<file path="config.mk">
export PLATFORM = sky130hd
export DESIGN_NAME = byte_data_memory
export DESIGN_NICKNAME = d
export VERILOG_FILES = /design/src/rtl/data_memory_pkg.sv /design/src/rtl/mem_lane_align.sv /design/src/rtl/byte_data_memory.sv
export SDC_FILE = /design/constraint.sdc
export NUM_CORES = 1
export LEC_CHECK = 0
export ABC_AREA = 0
export CAP_MARGIN = 20
export CORE_ASPECT_RATIO = 1.4
export CORE_MARGIN = 2
export CORE_UTILIZATION = 30
export CTS_CLUSTER_DIAMETER = 50
export DETAILED_ROUTE_END_ITERATION = 10
export GPL_ROUTABILITY_DRIVEN = 0
export GPL_TIMING_DRIVEN = 0
export PLACE_DENSITY = 0.44
export SLEW_MARGIN = 20
export SYNTH_ARGS = -nofsm -noshare
export SYNTH_HDL_FRONTEND = slang
export SYNTH_HIERARCHICAL = 1
export SYNTH_SLANG_ARGS = --single-unit
</file>
<file path="constraint.sdc">
create_clock -name clock -period 4.27 [get_ports clock]
set_clock_uncertainty 0.05 [all_clocks]
set_input_delay 0.854 -clock clock [delete_from_list [all_inputs] [get_ports clock]]
set_output_delay 0.854 -clock clock [all_outputs]
set_load 0.05 [all_outputs]
</file>
<file path="src/rtl/data_memory_pkg.sv">
// data_memory_pkg: funct3 encodings and FSM state shared by the byte data memory.
package data_memory_pkg;
    localparam logic [2:0] F3_LB  = 3'b000;
    localparam logic [2:0] F3_LH  = 3'b001;
    localparam logic [2:0] F3_LW  = 3'b010;
    localparam logic [2:0] F3_LBU = 3'b100;
    localparam logic [2:0] F3_LHU = 3'b101;
    localparam logic [2:0] F3_SB  = 3'b000;
    localparam logic [2:0] F3_SH  = 3'b001;
    localparam logic [2:0] F3_SW  = 3'b010;
    typedef enum logic {INIT, READY} state_t;
endpackage

</file>
<file path="src/rtl/mem_lane_align.sv">
// mem_lane_align: store lane steering, load extraction/extension and access fault decode.
module mem_lane_align
    import data_memory_pkg::*;
(
    input  logic        is_store,
    input  logic [2:0]  funct3,
    input  logic [1:0]  offset,
    input  logic [31:0] write_data,
    output logic [3:0]  byte_en,
    output logic [31:0] store_word,
    output logic        fault,
    input  logic [2:0]  ld_funct3,
    input  logic [1:0]  ld_offset,
    input  logic [31:0] read_word,
    output logic [31:0] load_data
);
    logic bad_f3, misaligned, sx;
    logic [7:0] ld_byte;
    logic [15:0] ld_half;
    always_comb begin
        bad_f3 = is_store ? !(funct3 inside {F3_SB, F3_SH, F3_SW})
                          : !(funct3 inside {F3_LB, F3_LH, F3_LW, F3_LBU, F3_LHU});
        misaligned = (funct3[1:0] == 2'b01 && offset[0]) || (funct3[1:0] == 2'b10 && offset != 2'b00);
        fault = bad_f3 || misaligned;
        byte_en = funct3[1] ? 4'b1111 : funct3[0] ? (offset[1] ? 4'b1100 : 4'b0011) : 4'b0001 << offset;
        store_word = funct3[1] ? write_data : funct3[0] ? {2{write_data[15:0]}} : {4{write_data[7:0]}};
        ld_byte = read_word[{ld_offset, 3'b000} +: 8];
        ld_half = ld_offset[1] ? read_word[31:16] : read_word[15:0];
        sx = !ld_funct3[2];
        load_data = ld_funct3[1] ? read_word
                  : ld_funct3[0] ? {{16{sx & ld_half[15]}}, ld_half}
                  : {{24{sx & ld_byte[7]}}, ld_byte};
    end
endmodule

</file>
<file path="src/rtl/byte_data_memory.sv">
// byte_data_memory: byte-addressable RV32I data memory with init sweep and one-cycle loads.
module byte_data_memory
    import data_memory_pkg::*;
#(
    parameter int DEPTH_WORDS  = 32,
    parameter int INIT_PATTERN = 1
) (
    input  logic        clock,
    input  logic        reset,
    input  logic        req_valid,
    output logic        req_ready,
    input  logic        mem_write,
    input  logic        mem_read,
    input  logic [2:0]  funct3,
    input  logic [31:0] address,
    input  logic [31:0] write_data,
    output logic [31:0] result,
    output logic        result_valid,
    output logic        access_fault,
    output logic        init_done
);
    localparam int AW = $clog2(DEPTH_WORDS);
    state_t state;
    logic [31:0] mem [DEPTH_WORDS];
    logic [AW-1:0] cnt, idx, widx, p_idx;
    logic [2:0] p_f3;
    logic [1:0] p_off;
    logic p_load, p_fault, accept, fault, do_store, do_load;
    logic [3:0] be, we;
    logic [31:0] st_word, wword, ld_data;
    logic unused_addr;
    assign idx = address[AW+1:2];
    assign unused_addr = ^address[31:AW+2];
    assign req_ready = state == READY;
    assign init_done = state == READY;
    assign accept = req_valid && state == READY && (mem_write || mem_read);
    assign do_store = accept && mem_write && !fault;
    assign do_load = accept && !mem_write && mem_read && !fault;
    // The init sweep owns the write port until READY; requests cannot reach it then.
    assign widx = state == INIT ? cnt : idx;
    assign we = state == INIT ? 4'b1111 : do_store ? be : 4'b0000;
    assign wword = state == INIT ? (INIT_PATTERN != 0 ? 32'(cnt) : 32'h0) : st_word;

    mem_lane_align u_align (
        .is_store   (mem_write),
        .funct3     (funct3),
        .offset     (address[1:0]),
        .write_data (write_data),
        .byte_en    (be),
        .store_word (st_word),
        .fault      (fault),
        .ld_funct3  (p_f3),
        .ld_offset  (p_off),
        .read_word  (mem[p_idx]),
        .load_data  (ld_data)
    );

    always_ff @(posedge clock) begin
        for (int b = 0; b < 4; b++)
            if (we[b]) mem[widx][8*b +: 8] <= wword[8*b +: 8];
    end

    // Loads read the array one edge after acceptance, so a store on the accept edge is visible.
    always_ff @(posedge clock or negedge reset) begin
        if (!reset) begin
            state <= INIT;
            cnt <= '0;
            p_load <= 1'b0;
            p_fault <= 1'b0;
            p_idx <= '0;
            p_f3 <= '0;
            p_off <= '0;
            result <= '0;
            result_valid <= 1'b0;
            access_fault <= 1'b0;
        end else begin
            if (state == INIT) begin
                cnt <= cnt + AW'(1);
                if (cnt == AW'(DEPTH_WORDS - 1)) state <= READY;
            end
            p_load <= do_load;
            p_fault <= accept && fault;
            if (do_load) begin
                p_idx <= idx;
                p_f3 <= funct3;
                p_off <= address[1:0];
            end
            result_valid <= p_load;
            access_fault <= p_fault;
            if (p_load) result <= ld_data;
        end
    end
endmodule

</file>
== After elaboration in Yosys (flattened, before gate mapping) ==
Memory sizes are Yosys's and may differ from the RTL's.
Index checks and enable logic that the tools add are counted.
Widths: inputs -> output; s select.
Word-level totals
  flip-flop bits (word level): 52
  bits in writable memories: 1024
  bits of input ports: 72
  logic and storage cells: 68
  memories kept: 1
Memory list
  mem: words 32, bits a word 32, rd ports 1, clocked after Yosys merged registers in 0, wr ports 1, RTL line byte_data_memory.sv:24  | logic [31:0] mem [DEPTH_WORDS];
Cells by class
  add/sub/neg operators: 1
  eq/ne operators: 7
  shift operators: 2
  multiplexer cells: 23
  bitwise gates (word level): 2
  reductions and logical operators: 22
Operator list (count)
  $mux 32: 5
  $shiftx 32x6->8: 1
  $mux 4: 5
  $mux 16: 1
  $mux 1: 11
  $logic_and 1x1->1: 10
  $eq 3x3->1 const B: 2
  $add 5x1->5 const B: 1
  $eq 5x5->1 const B: 1
  $logic_not 1->1: 5
  $mux 5: 1
  $reduce_bool 5->1: 1
  $shl 1x2->4 const A: 1
  $eq 3x1->1 const B: 1
  $eq 3x2->1 const B: 1
  $logic_not 3->1: 1
  $logic_or 1x1->1: 3
  $reduce_bool 3->1: 1
  $and 1x1->1: 2
  $eq 2x1->1 const B: 1
  $eq 2x2->1 const B: 1
  $reduce_bool 2->1: 1

== Depth between registers and ports, before layout ==
  depth in word-level cells: 11
  gate-level depth with buffers: 13
  mapped depth without buffers: 9

== Hierarchy ==
The synthesis kept the hierarchy.
By module, submodules not included
  byte_data_memory: instances 1, cells an instance 2566, area an instance 42741.0 um^2, seq. area each 32050.7 um^2
  mem_lane_align: instances 1, cells an instance 161, area an instance 1216.2 um^2, seq. area each 0.0 um^2

== Least setup slack after synthesis ==
Ideal clock, no wire load.
  path kind: input to register
  start: input port funct3[0]
  end: memory mem[19][24] (enable)
  arrival time: 2.564 ns
  path slack: 1.272 ns
  stages on the path: 7
  path buffers: 2
  cell sequence: buf_2 > a221oi_1 > a21oi_1 > nor2_1 > a21boi_1 > buf_2 > nor3_1
On the way
  cells in the longest elaborated chain, start to end: 11
Ends and longest elaborated chain
  from (decl): RTL line byte_data_memory.sv:14  | input logic [2:0] funct3,
  $eq 3x1->1 (tied with other cells): RTL line mem_lane_align.sv:21, mem_lane_align.sv:22
  $reduce_bool 5->1 or $reduce_bool 3->1 (tied branches): RTL line mem_lane_align.sv:22, mem_lane_align.sv:21
  $logic_not 1->1 (on tied branches): RTL line mem_lane_align.sv:22, mem_lane_align.sv:21
  $mux 1: RTL line mem_lane_align.sv:21  | bad_f3 = is_store ? !(funct3 inside {F3_SB, F3_SH, F3_SW})
  $logic_or 1x1->1 (*): RTL line mem_lane_align.sv:24  | fault = bad_f3 || misaligned;
  named net fault: RTL line byte_data_memory.sv:28  | logic p_load, p_fault, accept, fault, do_store, do_load;
  $logic_not 1->1 (*): RTL line byte_data_memory.sv:37  | assign do_store = accept && mem_write && !fault;
  $logic_and 1x1->1 (*): RTL line byte_data_memory.sv:37
  $mux 4 (*) (2 in a row): RTL line byte_data_memory.sv:41  | assign we = state == INIT ? 4'b1111 : do_store ? be : 4'b0000;
  $mux 1 (*): RTL line byte_data_memory.sv:60  | if (we[b]) mem[widx][8*b +: 8] <= wword[8*b +: 8];
  $mux 1 (not written as such) (*): RTL line byte_data_memory.sv:60
  to (decl): RTL line byte_data_memory.sv:24
Mark *: on every way through the listed nets, which the timed path passes. The rest lies on a longest branch.

== Worst setup path in the final report ==
  start: input port funct3[0]
  end: memory mem[2][4] (enable)
The elaborated chain is that of the path after synthesis.

==> impl_metrics.ini <==
[floorplan]
num_rows = 166
fp.dieW_um = 327.5
die_y_um = 456.9
start_util_pct = 30.15
core_mm2 = 0.1458
ios = 108
die-area_mm2 = 0.1496

[critical_path]
cp-start-kind = input port
path_delay_family = simple AND/OR/NAND/NOR gates
path_buf_inv = 3
cp_common_cell = nor2_1
cp.required_ns = 4.54
worstSetupPathType = input port to flop
worstPathCellList = clkdlybuf4s50_1, buf_2, nor2_1, a21oi_1, nor2_1, a21boi_1, buf_2, nor2_1
end_kind = flop
cpMaxStageDelayCell = nor2_1
slowest_delay_ns = 0.87
startpoint = funct3[0]
cp_max_fo = 10
crit_arrival_ns = 4.59
r2r-start = p_idx[0]

[timing]
relSlewSlack_pct = 25.86
setup_viol = 14
whs_ns = 0.3456
fin_ws_ns = -0.04661
finalHoldViolations = 0
min_period_over_period_pct = 101.1
min_period_ns = 4.317
slew_viol_final = 0
fmax_mhz = 231.7
setup_tns_ns = -0.3524
tightest_slew_ns = 1.108

[routing]
viasPerCell = 4.986
drc_errors = 0
ant_nets = 0
route.detailed.wl_per_inst_um = 28.43
drt_iter0_drc = 2095
wirelength_um = 141200
vias = 24750
drtPass1Iterations = 6

[finish]
layout.nets = 3014
multi_input_area_mm2 = 0.01102
drive_gt1_share_pct = 13.49
ff_latch_area_mm2 = 0.03205
syn2layout_area_growth_pct = 16.57
nFillCells = 13960

[power_and_ir_drop]
power_mw = 25.85
internal-power_mw = 18.41
ir_drop_v = 0.0004115
power_density_mw_per_mm2 = 504.5
leakagePower_nw = 16.68
pwr-share-clk_pct = 35.7
share_seq_of_total_power_pct = 45.7
swShare_pct = 28.79
netSwitchingPower_mw = 7.441
pwr-share-comb_pct = 18.6

[yosys]
yosys-top-cells-area = edfxtp_1, mux2i_1, dfrtp_1
synth.avg_cell_area_um2 = 16.12
synth-seq-cells = 1076
synth-edff-count = 1024
syn_nets = 2801
synthCells = 2727
yosysTopAreaCell = edfxtp_1
synth.distinct_cells = 52
ys_seq_area_share_pct = 72.91
yosysWarningCount = 6
netlist_area_mm2 = 0.04396
async_flop_share_pct = 4.833
synth_flop_cell = edfxtp_1
yosys.area.top_type_share_pct = 69.95

[cts]
clockBufferDepth = 3
cts_root_buf = clkbuf_16
clk_pin_slew_worst_paths_ns = 0.06
insertion_delay_ns = 0.73
htreeDepth = 3
cts_tree = yes
cts_made_buffers = 107
post_cts_buffers = 0
cts.sinks = 1076

[grt]
grt_usage_pct = 18.60
grt_max_degree = 47
grt_pass1_vias = 25600
gr-total-overflow = 0
antenna_found_initial = 6
grt_pass1_wl_um = 195300

[placed_design]
hpwl_um = 103800
place.port_buffers = 82
dp_slack_ns = -0.5718

[worst_hold_path]
hold_class = flop to flop
holdCritStartpoint = p_load

[flow_run]
maxCapViolations = 0

[run_status]
outcome = finished with violations
violations = negative setup slack
-- synthesized netlist by cell type, types with 16 or more instances --
| master | number |
|---|---|
| edfxtp_1 | 1024 |
| mux2i_1 | 520 |
| nand2_1 | 176 |
| nor2_1 | 127 |
| nand3_1 | 112 |
| a21oi_1 | 97 |
| a22oi_1 | 96 |
| a22o_1 | 71 |
| buf_2 | 67 |
| dfrtp_1 | 52 |
| nor3_1 | 44 |
| clkbuf_1 | 39 |
| buf_4 | 38 |
| a31oi_1 | 33 |
| and2_1 | 31 |
| mux2_1 | 30 |
| mux2_2 | 29 |
| buf_6 | 16 |
-- routing by layer --
metal  share of wire (%)  up-vias  wire length (um)  track usage (%)
li1                    -    11000                 -                -
met1                  40    12800             56690            22.56
met2                  51      752             72230            32.97
met3                 4.2      201              5968            2.304
met4                 4.4        0              6265            8.095
met5                   0        -                 0                0
-- power by group through the flow --
stage | registers (mW) | clock network, mW | logic, mW
6_report | 11.8 | 9.22 | 4.81
5_1_grt | 11.8 | 9.77 | 5.01
4_1_cts | 11.8 | 9.38 | 4.88
3_5_place_dp | 12.0 | 0 | 4.85
3_3_place_gp | 12.1 | 0 | 4.72
2_1_floorplan | 12.4 | 0 | 2.33
-- cell type report --
class                           count  share of cell area, %
Timing Repair Buffer              104                  2.532
Tap cell                         1932                  4.718
Sequential cell                  1076                  62.55
Multi-Input combinational cell   1470                  21.50
Inverter                            5                0.03663
Clock buffer                      138                  5.628
Antenna cell                        1               0.004884
Buffer                            176                  2.017
Clock inverter                     62                  1.013
-- cell families (layout without fill, tap and decap cells) --
kind of cell,after synthesis,after routing,share of synthesized area [%]
AND/OR/NAND/NOR,521,521,5.351
flip-flops,1076,1076,72.91
adder cells (fa/ha/maj),2,2,0.05692
other,0,1,0
AO/OA/AOI/OAI,362,362,5.758
buffers and inverters,181,485,2.371
multiplexers,582,582,13.49
XOR/XNOR,3,3,0.05979
-- worst paths after layout --
| path | end | slack [ns] | depth (start not counted) |
|---|---|---|---|
| max in group asynchronous | result[25] | 3.19 | 3 |
| worst max-delay path | mem[2][4] | -0.05 | 8 |
| worst min register to register | result_valid | 0.35 | 0 |
| worst max register to register | result[27] | 0.12 | 12 |
| min in group asynchronous | result[3] | 0.48 | 2 |
| worst min-delay path | result_valid | 0.35 | 0 |
-- cells in the final DEF (no fill, tap or decap), types with 27 or more instances in the layout --
master | synthesis | routed
and2_2 | 0 | 27
a22oi_1 | 96 | 96
mux2_1 | 30 | 30
mux2i_1 | 520 | 520
buf_2 | 67 | 68
nor3_1 | 44 | 32
mux2_2 | 29 | 29
clkdlybuf4s50_1 | 0 | 81
nand2_1 | 176 | 174
clkbuf_16 | 0 | 107
a21oi_1 | 97 | 97
a31oi_1 | 33 | 28
dfrtp_1 | 52 | 52
nor2_1 | 127 | 125
a22o_1 | 71 | 71
edfxtp_1 | 1024 | 1024
nand3_1 | 112 | 111
buf_4 | 38 | 42
clkbuf_1 | 39 | 54
-- state kept, by name, indices dropped and copies added, names as in the netlist --
name / cells
access_fault: 1
cnt: 5
init_done: 1
mem: 1024
p_f3: 3
p_fault: 1
p_idx: 5
p_load: 1
p_off: 2
result: 32
result_valid: 1
-- per-stage QoR --
stage               std cells  area [um^2]  util (%)
detailed placement       4762        47770     32.76
CTS                      4963        51220     35.13
global placement         4741        47200     32.37
finish                   4964        51240     35.14
floorplan                2727        43960         -
global route             4964        51240     35.14
-- repair_timing --
item,CTS,global route
endpoints found under the hold margin,6,0
resized for setup,12,0
endpoints found under the setup margin,25,0
hold buffers,1,0
Note: power is estimated with default switching activity, not from simulation.
